File: src/rtl/request_capture_4ch_if.sv
// Request/acknowledge bundle between the request sources, the capture stage and the 4-bit encoder.
// The master drives requests and acks; the slave is the capture stage.
interface request_capture_4ch_if;
    logic [3:0] req_in;
    logic       ack;
    logic [1:0] ack_idx;
    logic       ovf_clr;
    logic [3:0] pending;
    logic       any_pending;
    logic [3:0] overflow;

    modport master (
        output req_in, ack, ack_idx, ovf_clr,
        input  pending, any_pending, overflow
    );

    modport slave (
        input  req_in, ack, ack_idx, ovf_clr,
        output pending, any_pending, overflow
    );
endinterface

File: src/rtl/request_capture_4ch.sv
// Capture stage for four asynchronous request lines: synchronise, detect rising edges,
// hold each request in a sticky pending bit until acked, and flag lost requests.
module request_capture_4ch #(
    parameter int SYNC_STAGES = 2
) (
    input  logic                  clk,
    input  logic                  rst,
    request_capture_4ch_if.slave  bus
);

    logic [SYNC_STAGES-1:0][3:0] sync_q, sync_d;
    logic [3:0]                  prev_q, prev_d;
    logic [3:0]                  pending_q, pending_d;
    logic [3:0]                  overflow_q, overflow_d;

    logic [3:0] s;
    logic [3:0] rise;
    logic [3:0] clr;
    logic [3:0] ovf_set;

    // NOTE: every variable gets a value on every path through always_comb, so no latch is inferred.
    always_comb begin
        sync_d     = {sync_q[SYNC_STAGES-2:0], bus.req_in};
        s          = sync_q[SYNC_STAGES-1];
        prev_d     = s;
        rise       = s & ~prev_q;
        clr        = bus.ack ? (4'(1) << bus.ack_idx) : 4'b0000;
        // A fresh edge outranks the ack for its own channel, so it is never dropped.
        pending_d  = rise | (pending_q & ~clr);
        ovf_set    = rise & pending_q & ~clr;
        overflow_d = ovf_set | (bus.ovf_clr ? 4'b0000 : overflow_q);
    end

    // NOTE: sequential state uses non-blocking assignments so all flops update from pre-edge values.
    always_ff @(posedge clk or posedge rst) begin
        if (rst) begin
            sync_q     <= '0;
            prev_q     <= '0;
            pending_q  <= '0;
            overflow_q <= '0;
        end else begin
            sync_q     <= sync_d;
            prev_q     <= prev_d;
            pending_q  <= pending_d;
            overflow_q <= overflow_d;
        end
    end

    assign bus.pending     = pending_q;
    assign bus.any_pending = |pending_q;
    assign bus.overflow    = overflow_q;

endmodule
File: src/flat_wrapper.sv
// flat-port wrapper written by rule: the top's interface ports become plain ports
module request_capture_4ch_flat 
#(
    parameter int SYNC_STAGES = 2
)
  (clk, rst, bus_req_in, bus_ack, bus_ack_idx, bus_ovf_clr, bus_pending, bus_any_pending, bus_overflow);
  request_capture_4ch_if bus_i ();
  input  logic clk;
  input  logic rst;
  input wire logic [$bits(bus_i.req_in)-1:0] bus_req_in;
  input wire logic [$bits(bus_i.ack)-1:0] bus_ack;
  input wire logic [$bits(bus_i.ack_idx)-1:0] bus_ack_idx;
  input wire logic [$bits(bus_i.ovf_clr)-1:0] bus_ovf_clr;
  output wire logic [$bits(bus_i.pending)-1:0] bus_pending;
  output wire logic [$bits(bus_i.any_pending)-1:0] bus_any_pending;
  output wire logic [$bits(bus_i.overflow)-1:0] bus_overflow;
  assign bus_i.req_in = bus_req_in;
  assign bus_i.ack = bus_ack;
  assign bus_i.ack_idx = bus_ack_idx;
  assign bus_i.ovf_clr = bus_ovf_clr;
  assign bus_pending = bus_i.pending;
  assign bus_any_pending = bus_i.any_pending;
  assign bus_overflow = bus_i.overflow;
  request_capture_4ch #(.SYNC_STAGES(SYNC_STAGES)) u_core (.clk(clk), .rst(rst), .bus(bus_i));
endmodule
File: config.mk
export PLATFORM = sky130hd
export DESIGN_NAME = request_capture_4ch_flat
export DESIGN_NICKNAME = d
export VERILOG_FILES = /design/src/rtl/request_capture_4ch_if.sv /design/src/rtl/request_capture_4ch.sv /design/src/flat_wrapper.sv
export SDC_FILE = /design/constraint.sdc
export NUM_CORES = 1
export LEC_CHECK = 0
export CORE_ASPECT_RATIO = 1.1
export CORE_MARGIN = 5
export CORE_UTILIZATION = 35
export DETAILED_ROUTE_END_ITERATION = 16
export HOLD_SLACK_MARGIN = 0.02
export PLACE_DENSITY = 0.7
export SLEW_MARGIN = 25
export SYNTH_ARGS = -nofsm -noshare
export SYNTH_HDL_FRONTEND = slang
export SYNTH_SLANG_ARGS = --single-unit
File: constraint.sdc
create_clock -name clk -period 0.9 [get_ports clk]
set_input_delay 0.18 -clock clk [delete_from_list [all_inputs] [get_ports clk]]
set_output_delay 0.18 -clock clk [all_outputs]
set_load 0.1 [all_outputs]
==> Word-level counts from Yosys, hierarchy flattened <==
Cells that the tools add are included.
{ "totals": {"regBits": 20, "input_bits": 10, "out_inout_bits": 9, "wordCells": 17} }
{ "op_classes": {"shifts": 1, "muxes": 2, "n_bitwise": 8, "n_reduce_logical": 1} }
{ "ops": {"columns": ["op", "count"], "rows": [
  ["4-bit bitwise AND", 4],
  ["4-bit two-way mux", 2],
  ["4-bit NOT", 2],
  ["4-bit bitwise OR", 2],
  ["4-bit OR reduction", 1],
  ["1-bit by 2-bit << shifter with 4-bit output (first input constant)", 1]
]} }

==> Longest topological paths before layout <==
{ "depth": {"word_depth": 5, "ltp_mapped": 2} }

==> Worst setup path after synthesis <==
OpenSTA, ideal clock, no wires.
{ "synth_timing": {"kind": "register to output", "from": "register u_core.pending_q[3] (netlist: u_core.bus.pending[3])", "to": "output bus_any_pending", "arrival_time_ns": 1.920, "required_time_ns": 0.720, "path_slack_ns": -1.200, "stages_incl_launch_ff": 3, "n_path_buf": 0, "path_cell_list": "dfrtp_1 -> inv_1 -> nand4_1"} }
{ "synth_via": {"elab_chain_len": 1} }
{ "synth_rtl": {"columns": ["item", "line_no", "rtl"], "rows": [
  ["start: declaration", "request_capture_4ch.sv:13", "logic [3:0] pending_q, pending_d;"],
  ["start signal: assignment", "request_capture_4ch.sv:44", "pending_q <= pending_d;"],
  ["4-bit OR reduction", "request_capture_4ch.sv:50", "assign bus.any_pending = |pending_q;"],
  ["end: declaration", "flat_wrapper.sv:15", "output wire logic [$bits(bus_i.any_pending)-1:0] bus_any_pending;"]
]} }
Every way passes these cells.

==> Final worst setup path <==
Ends and elaborated chain as after synthesis.

==> results_dict.tcl <==
set metrics [dict create \
    status "complete, but fails checks" \
    violations "negative setup slack" \
    p_total_uw 2290 \
    area_growth_pct 76.5 \
    r2r_end "u_core.bus.overflow[3]" \
    dieArea_um2 2930 \
    synth_nets 56 \
    die_y_um 56.3 \
    synth_area_um2 681 \
    worst_slack_ns -0.477 \
    vdd_drop_max_v 0.00126 \
    fillers 135 \
    critPathBufInv 2 \
    drive_above_1_share_pct 54.9 \
    via_count 479 \
    synth_top_area_share_pct 73.5 \
    drc 0 \
    worst_hold_slack_ns 0.189 \
    rows 16 \
    critical_path_required_ns 0.72 \
    max_stage_delay_ns 0.49 \
    skew_ns 0.00367 \
    fin_crit_ns 1.38 \
    grt_max_degree 21 \
    grt_pass1_vias 501 \
    wl_per_cell_um 12.2 \
    multi_input_area_um2 166 \
    diodes 0 \
    fin_nets 93 \
    gp_congestion 0.795 \
    ff2ff_path_depth 4 \
    port_buffers 18 \
    grt_pass1_wl_um 2160 \
    rsz0062_at_grt "true" \
    cts_tree "built" \
    post-route-period-util_pct 153 \
    ff2ff_setup_slack_ns -0.14 \
    cts_buffer_depth 2 \
    clk_pin_slew_worst_paths_ns 0.10 \
    gr-usage-all-layers_pct 10.1 \
    io_pins 19 \
    ys_ff_latch 20 \
    ys_seq_area_share_pct 73.5 \
    cts_sinks 20 \
    syn_area_per_cell_um2 14.8 \
    critPathKind "flop to output pin" \
    synth_top_flop_cell "dfrtp_1" \
    hold_viol 0 \
    grt_overflow 0 \
    numCtsBuffers 3 \
    cp-end-kind "output pin" \
    dpl.hpwl_um 980 \
    start_util_pct 37.4 \
    hold_path.class "input port to async pin" \
    p_per_area_nw_per_um2 1910 \
    die_x_um 52.0 \
    synth_top_cell_by_area "dfrtp_1" \
    vias_per_cell 4.39 \
    crit_family "flip-flops" \
    slew_headroom_pct 83.7 \
    worstPathArrival_ns 1.20 \
    cts_root_buf "clkbuf_4" \
    drv_slew 0 \
    first_pass_iters 2 \
    r2r-start "u_core.bus.pending[3]" \
    tightest_slew_ns 0.241 \
    p_leak_uw 0.000567 \
    path_cells "inv_2 > nand4_1 > buf_12" \
    coreArea_um2 1820 \
    synth.most_common_cell "dfrtp_1" \
    postCtsHoldBufs 0 \
    synth_cells 46 \
    drtIter0Drc 2 \
    synth_area_leaders "dfrtp_1 74%, o41ai_2 7.2%, inv_1 5.0%" \
    cts_max_level 1 \
    setup_viol 10 \
    yosysWarnings 0 \
    cp-start-kind "flop" \
    fin_tns_setup_ns -2.83 \
    antenna_found_initial 0 \
    async_reset_ff_share_pct 100 \
    synth.distinct_cells 10 \
    crit_path_top_delay_cell "dfrtp_4" \
    synthTopCellsByCount "20 x dfrtp_1, 9 x inv_1, 4 x nand2b_1, 4 x o22ai_1, 3 x o41ai_2" \
    max_freq_ghz 0.726 \
    regArea_um2 520 \
    routed_wl_um 1330 \
    clk_latency_ns 0.29 \
    cap_violations 0 \
    cp_max_fo 2 \
    ant_nets 0 \
    synth_enable_flop_cells 0 \
]
-- layout by cell type (no fill, tap or decap) --
master and count:
dfrtp_2 4, o41ai_4 1, and3b_1 1, dfrtp_1 12, o41ai_2 3, clkbuf_8 1, dfrtp_4 4, nand2b_1 4
inv_2 4, and3_2 1, inv_1 5, buf_6 7, clkbuf_4 3, buf_12 10, and3b_2 1, buf_4 6
nor3b_1 1, o22ai_1 4, dlygate4sd2_1 3, clkdlybuf4s50_1 6, nand4_1 1
-- timing repair --
action / 4_1_cts / 5_1_grt
setup buffers: 4 / 3
pin swaps: 4 / 1
resized for setup: 9 / 4
setup endpoints to repair: 13 / 13
-- worst max-delay path by stage --
stage	depth (start not counted)	from	end
CTS	3	u_core.bus.pending[3]	bus_any_pending
detailed placement	3	bus_ack_idx[1]	u_core.bus.overflow[1]
global placement	4	bus_ack	u_core.bus.pending[0]
global route	3	u_core.bus.pending[1]	bus_any_pending
floorplan	2	u_core.bus.pending[2]	bus_any_pending
finish	3	u_core.bus.pending[3]	bus_any_pending
-- cell families after synthesis --
family | count (synthesis) | share of synthesized area [%]
DFF | 20 | 73.5
buffers and inverters | 9 | 4.96
and+or+nand+nor | 9 | 9.38
AOI/OAI and AO/OA | 8 | 12.1
-- layer usage --
metal / wire, um / track usage, %
met5: 0 / 0
met2: 704 / 15.3
met3: 71 / 2.65
met1: 543 / 12.5
met4: 14 / 6.74
-- worst register-to-register path, cell delays in order, from the launching register on --
cell     delay [ns]
dfrtp_4        0.43
inv_2          0.04
buf_4          0.12
buf_6          0.11
o41ai_2        0.25
-- final cells by class --
type,count,share of cell area [%]
repair buffers,32,34.2
inverters,9,2.81
clock buffers,4,3.02
well taps,27,2.81
multi-input cells,17,13.9
flip-flops and latches,20,43.3
-- per-stage QoR --
stage                     instances  area [um2]  util [%]  setup slack [ns]
after global routing            109        1200      65.9            -0.537
final                           109        1200      65.9            -0.477
after CTS                       107        1170      64.1            -0.496
after floorplan                  46         708         -            -0.910
after global placement          101        1100      60.4            -0.347
after detailed placement        101        1100      60.4            -0.388
-- power by group --
group	switching (uW)	internal, uW	total, uW
logic	431	331	763
clock network	247	246	494
registers	54.8	982	1040
-- sequential cells by signal, indices dropped and copies added (netlist names) --
register,cells
u_core.prev_d,4
u_core.prev_q,4
u_core.bus.overflow,4
u_core.sync_d,4
u_core.bus.pending,4
Power figures use the tool's default switching activity.
==> RTL change 1: new RTL, same settings <==
Take the reset off `pending_q` and load it in a clocked block of its own.
--- a/src/rtl/request_capture_4ch.sv
+++ b/src/rtl/request_capture_4ch.sv
@@ -38,3 +38,2 @@
             prev_q     <= '0;
-            pending_q  <= '0;
             overflow_q <= '0;
@@ -43,5 +42,8 @@
             prev_q     <= prev_d;
-            pending_q  <= pending_d;
             overflow_q <= overflow_d;
         end
+    end
+
+    always_ff @(posedge clk) begin
+        pending_q <= pending_d;
     end
Check against the original RTL: differs if rst is asserted again (counterexample within 4 cycles, from zero or initial values and one cycle with rst high); with rst held inactive, the same outputs for 10 cycles.
==> RTL change 1 against the original RTL <==
- the flow still finishes with violations (negative setup slack)
- cell count decreased by 11%
- hold slack worse by 1.0 ps
- critical endpoint unchanged
- combinational power down 2%
- design area decreased by 4.7%
- register-to-register slack gained 180 ps
- routed wire length decreased by 0.60%
- highest routed layer unchanged
- synthesized area is 2.9% lower
- power fell by 5.3%
- setup slack better by 160 ps
- sequential cell count stayed put
==> RTL change 1: results (changes against the original RTL) <==
Final Setup Violations 9 (-1); crit path max fanout 2 (unchanged); cell family with most CP delay flip-flops; Reg2Reg Depth 3 (-1); distinct cell type count of the synthesized netlist 11 (+1); ys flop type dfrtp_1; pre-CTS WS -389 ps (-0.658 ps); largest net degree at the start of global routing 17 (-19%); r2r setup slk 40 ps (+180 ps); Synth warnings 0 (unchanged); H-tree depth 1 (unchanged); Clock Latency Late Sink 290 ps (about the same); Power per Cell Area 1900 nW/um^2 (-0.60%); WL/cell 13.7 microns (+12%); Slew HR 84.0% (+0.30 points); setup TNS -1970 ps (+857 ps); vias in the first global route 543 (+8.4%); First-pass DRT Iterations 2 (unchanged); initial antenna violation count 0 (unchanged); Worst Path Arrival 1040 ps (-160 ps); Synth top cells by count dfrtp_1, inv_1, dfxtp_1, nand2b_1, o22ai_1; Synth area leaders dfrtp_1, dfxtp_1, o41ai_2; dpl cell area 1070 sq um (-3.1%); number of diodes 0 (unchanged); DP Cell Count 91 (-9.9%); post-synthesis sequential area ratio 72.7% (-0.80 points); r2r endpoint u_core.bus.overflow[1]; Hold WC Path Type in2async; Clock Tree Buf Depth 2 (unchanged); Num CTS Buffers 3 (unchanged); clk_skew 0.461 ps (-3.21 ps); ys async rst share 80.0% (-20 points); Syn Nets 56 (unchanged); Peak supply drop 999 uV (-21%); status complete, but fails checks; violated checks negative setup slack; Crit-path slowest cell dfxtp_4; fin cells 97 (-11%); largest stage delay on the critical path 360 ps (-130 ps); Port Buffer Count 18 (unchanged); GRT Total Usage 11.1% (+0.94 points); leakage power 0.000549 uW (-3.1%); initial DRC count 1 (-1); Syn Inst Count 46 (unchanged); worst-case hold slack 187 ps (-1.03 ps); DP HPWL 1020 microns (+4.2%); Root Driver clkbuf_4; clock transition at the registers of the reported paths 100 ps (about the same); layout cells sized above 1 55.7% (+0.82 points); DR vias 464 (-3.1%); worst r2r src u_core.bus.overflow[1]; global-route wire length before repair 2330 microns (+7.7%); final worst slack -320 ps (+158 ps); Final GP Congestion 0.714 (-10%)
## RTL change 1: cell count changes after synthesis, sizes merged
cell	unedited run	this run
dfxtp	0	4
dfrtp	20	16
## RTL change 1: final cells by class
class,instances,area (sq um)
Clock buffer,3,22.5
Fill cell,135,637
Inverter,9,36.3
Multi-Input combinational cell,17,181
Sequential cell,20,505
Tap cell,18,22.5
Timing Repair Buffer,30,377
## RTL change 1: how the worst max path moves through the flow
| stage | startpoint | endpoint | slack [ps] | cells past startpoint |
|---|---|---|---|---|
| 2_1_floorplan | u_core.bus.pending[2] | bus_any_pending | -720 | 2 |
| 3_3_place_gp | bus_ack_idx[1] | u_core.bus.overflow[1] | -350 | 3 |
| 3_5_place_dp | bus_ack_idx[1] | u_core.bus.overflow[1] | -390 | 3 |
| 4_1_cts | u_core.bus.pending[3] | bus_any_pending | -340 | 3 |
| 5_1_grt | u_core.bus.pending[3] | bus_any_pending | -380 | 3 |
| 6_report | u_core.bus.pending[3] | bus_any_pending | -320 | 3 |
## RTL change 1: routing by layer
layer	track usage (%)	up-vias	wire length, microns
met4	6.74	0	12
met2	18.2	11	753
met5	0	-	0
met1	12.3	225	499
met3	3.23	2	60
li1	-	226	-
## RTL change 1: power by group
group          total [uW]  leakage, uW  internal (uW)  switching [uW]
logic                 746     0.000316            317             430
registers            1030     0.000219            975            53.5
clock network         397    0.0000138            156             242
total                2170     0.000549           1450             725
## RTL change 1: kinds of logic after synthesis
| family | share of synthesized area (%) |
|---|---|
| AO/OA/AOI/OAI | 12.5 |
| AND/OR/NAND/NOR | 9.66 |
| buffers and inverters | 5.11 |
| flip-flops | 72.7 |
## RTL change 1: timing repair
action / in CTS / in global routing
pin swaps: 3 / 3
resized for setup: 7 / 3
endpoints found under the setup margin: 14 / 11
setup buffers: 2 / 1
==> RTL change 2: new RTL, same flow settings <==
Made on the original files. `SYNC_STAGES` is set to 2 in 2 places; all go to 4.
--- a/src/rtl/request_capture_4ch.sv
+++ b/src/rtl/request_capture_4ch.sv
@@ -3,3 +3,3 @@
 module request_capture_4ch #(
-    parameter int SYNC_STAGES = 2
+    parameter int SYNC_STAGES = 4
 ) (
--- a/src/flat_wrapper.sv
+++ b/src/flat_wrapper.sv
@@ -3,3 +3,3 @@
 #(
-    parameter int SYNC_STAGES = 2
+    parameter int SYNC_STAGES = 4
 )
Formal check against the unedited RTL: not equivalent (a bounded check fails within 4 cycles, from zero or initial values and one cycle with rst high).
==> RTL change 2 against the original RTL <==
- the flow still finishes with violations (negative setup slack)
- synthesized cell count up 17%
- design area grew 20%
- first-iteration DRC count rose to 6.0 times the old value
- critical path depth unchanged
- setup slack worse by 38 ps
- power is 31% higher
- routed wire length up 15%
- combinational power rose by 3.9%
- sequential cell count increased by 8
- sequential power up 37%
- die area up 24%
- synthesized area is 29% higher
- clock power rose by 59%
- count of clock-buffer cells in the layout is 1 lower
==> RTL change 2: results (changes against the original RTL) <==
status complete, but fails checks; violated checks negative setup slack; WL final 1530 microns (+15%); number of diodes 0 (unchanged); post-synthesis xor/xnor area fraction 0% (unchanged); Synth top cells by count dfrtp_1, inv_1, nand2b_1, o22ai_1, o41ai_2; DP HPWL 1140 microns (+16%); Syn Nets 64 (+14%); Port Buffer Count 18 (unchanged); Clock Latency Late Sink 310 ps (+20 ps); layout cells sized above 1 50.6% (-4.3 points); GRT Total Usage 9.05% (-1.1 points); worst r2r src u_core.bus.pending[1]; Nets 100 (+7.5%); Pint 2150 uW (+38%); Synth area leaders dfrtp_1, o41ai_2, inv_1; Clock Tree Buf Depth 2 (unchanged); distinct cell type count of the synthesized netlist 10 (unchanged); Peak supply drop 1370 uV (+9.4%); post-DR vias/cell 4.41 (+0.31%); Tightest Pin Transition 221 ps (-20.1 ps); post-synthesis sequential area ratio 79.5% (+6.0 points); Crit. Startpoint u_core.bus.pending[2]; Worst Path Arrival 1240 ps (+40 ps); clk_skew 3.26 ps (-0.406 ps); Syn Inst Count 54 (+17%); pre-CTS WS -410 ps (-22.1 ps); Final Setup Violations 13 (+3); fill cell count 207 (+53%); crit path max fanout 2 (unchanged); setup TNS -3440 ps (-613 ps); vias in the first global route 591 (+18%); largest net degree at the start of global routing 29 (+38%); leakage power 0.000669 uW (+18%); Final GP Congestion 0.748 (-5.9%); complex-gate fraction of the synthesized area 9.38% (-2.8 points); Largest register FFs 12; final worst slack -515 ps (-38.1 ps); clock transition at the registers of the reported paths 140 ps (+40 ps); initial DRC count 12 (+10); Slew Viols, Final 0 (unchanged); DP Cell Count 113 (+12%); global-route wire length before repair 2550 microns (+18%); fin cells 120 (+10%); Hold WC Path Type in2async
-- RTL change 2: changes by cell type after synthesis --
cell,before,now
dfrtp_1,20,28
-- RTL change 2: power by group through the flow --
| stage | sequential, uW | clock, uW | combinational [uW] |
|---|---|---|---|
| after floorplan | 1720 | 0 | 99.0 |
| after global routing | 1430 | 871 | 824 |
| after CTS | 1420 | 814 | 780 |
| after global placement | 1440 | 0 | 723 |
| after detailed placement | 1440 | 0 | 731 |
| final | 1420 | 784 | 793 |
-- RTL change 2: worst min-delay path, delay by kind of cell --
kind | cells | cell delay [ps]
buf+inv | 3 | 670
-- RTL change 2: repair_timing --
| item | in CTS | in global routing |
|---|---|---|
| setup endpoints to repair | 12 | 15 |
| buffers inserted | 3 | 4 |
| pin swaps | 4 | 4 |
| gates resized for setup | 11 | 9 |
-- RTL change 2: cell families after synthesis --
kind of cell           count (synthesis)
and+or+nand+nor                        9
buffers and inverters                  9
AOI/OAI and AO/OA                      8
DFF                                   28
-- RTL change 2: path summary, 6_finish.rpt --
path,to,slack [ps],depth (start not counted)
min,u_core.sync_d[6],160,3
min reg2reg,u_core.sync_d[11],370,0
min in group clk,u_core.sync_d[6],280,1
max,bus_any_pending,-520,3
max in group asynchronous,u_core.bus.pending[3],560,3
max reg2reg,u_core.bus.overflow[1],-210,4
-- RTL change 2: cell type report --
type	count	area share, %
sequential	28	50.1
multi-input combinational	17	12.8
timing repair buffer	31	28.0
inverter	9	2.70
clock buffer	3	1.57
clock inverter	1	2.09
tap	31	2.70
-- RTL change 2: per-stage QoR --
step | hold WS, ps | cell area [sq um] | total power [uW]
2_1_floorplan | 211 | 908 | 1820
3_3_place_gp | 333 | 1310 | 2160
3_5_place_dp | 336 | 1310 | 2170
4_1_cts | 160 | 1410 | 3010
5_1_grt | 153 | 1440 | 3130
6_report | 165 | 1440 | 3000
-- RTL change 2: routing by layer --
metal	track usage (%)	share of wire, %	vias up
met5	0	0	-
met3	2.48	7.9	0
met2	15.4	52	17
met1	10.2	40	260
met4	4.35	0	0
li1	-	-	252
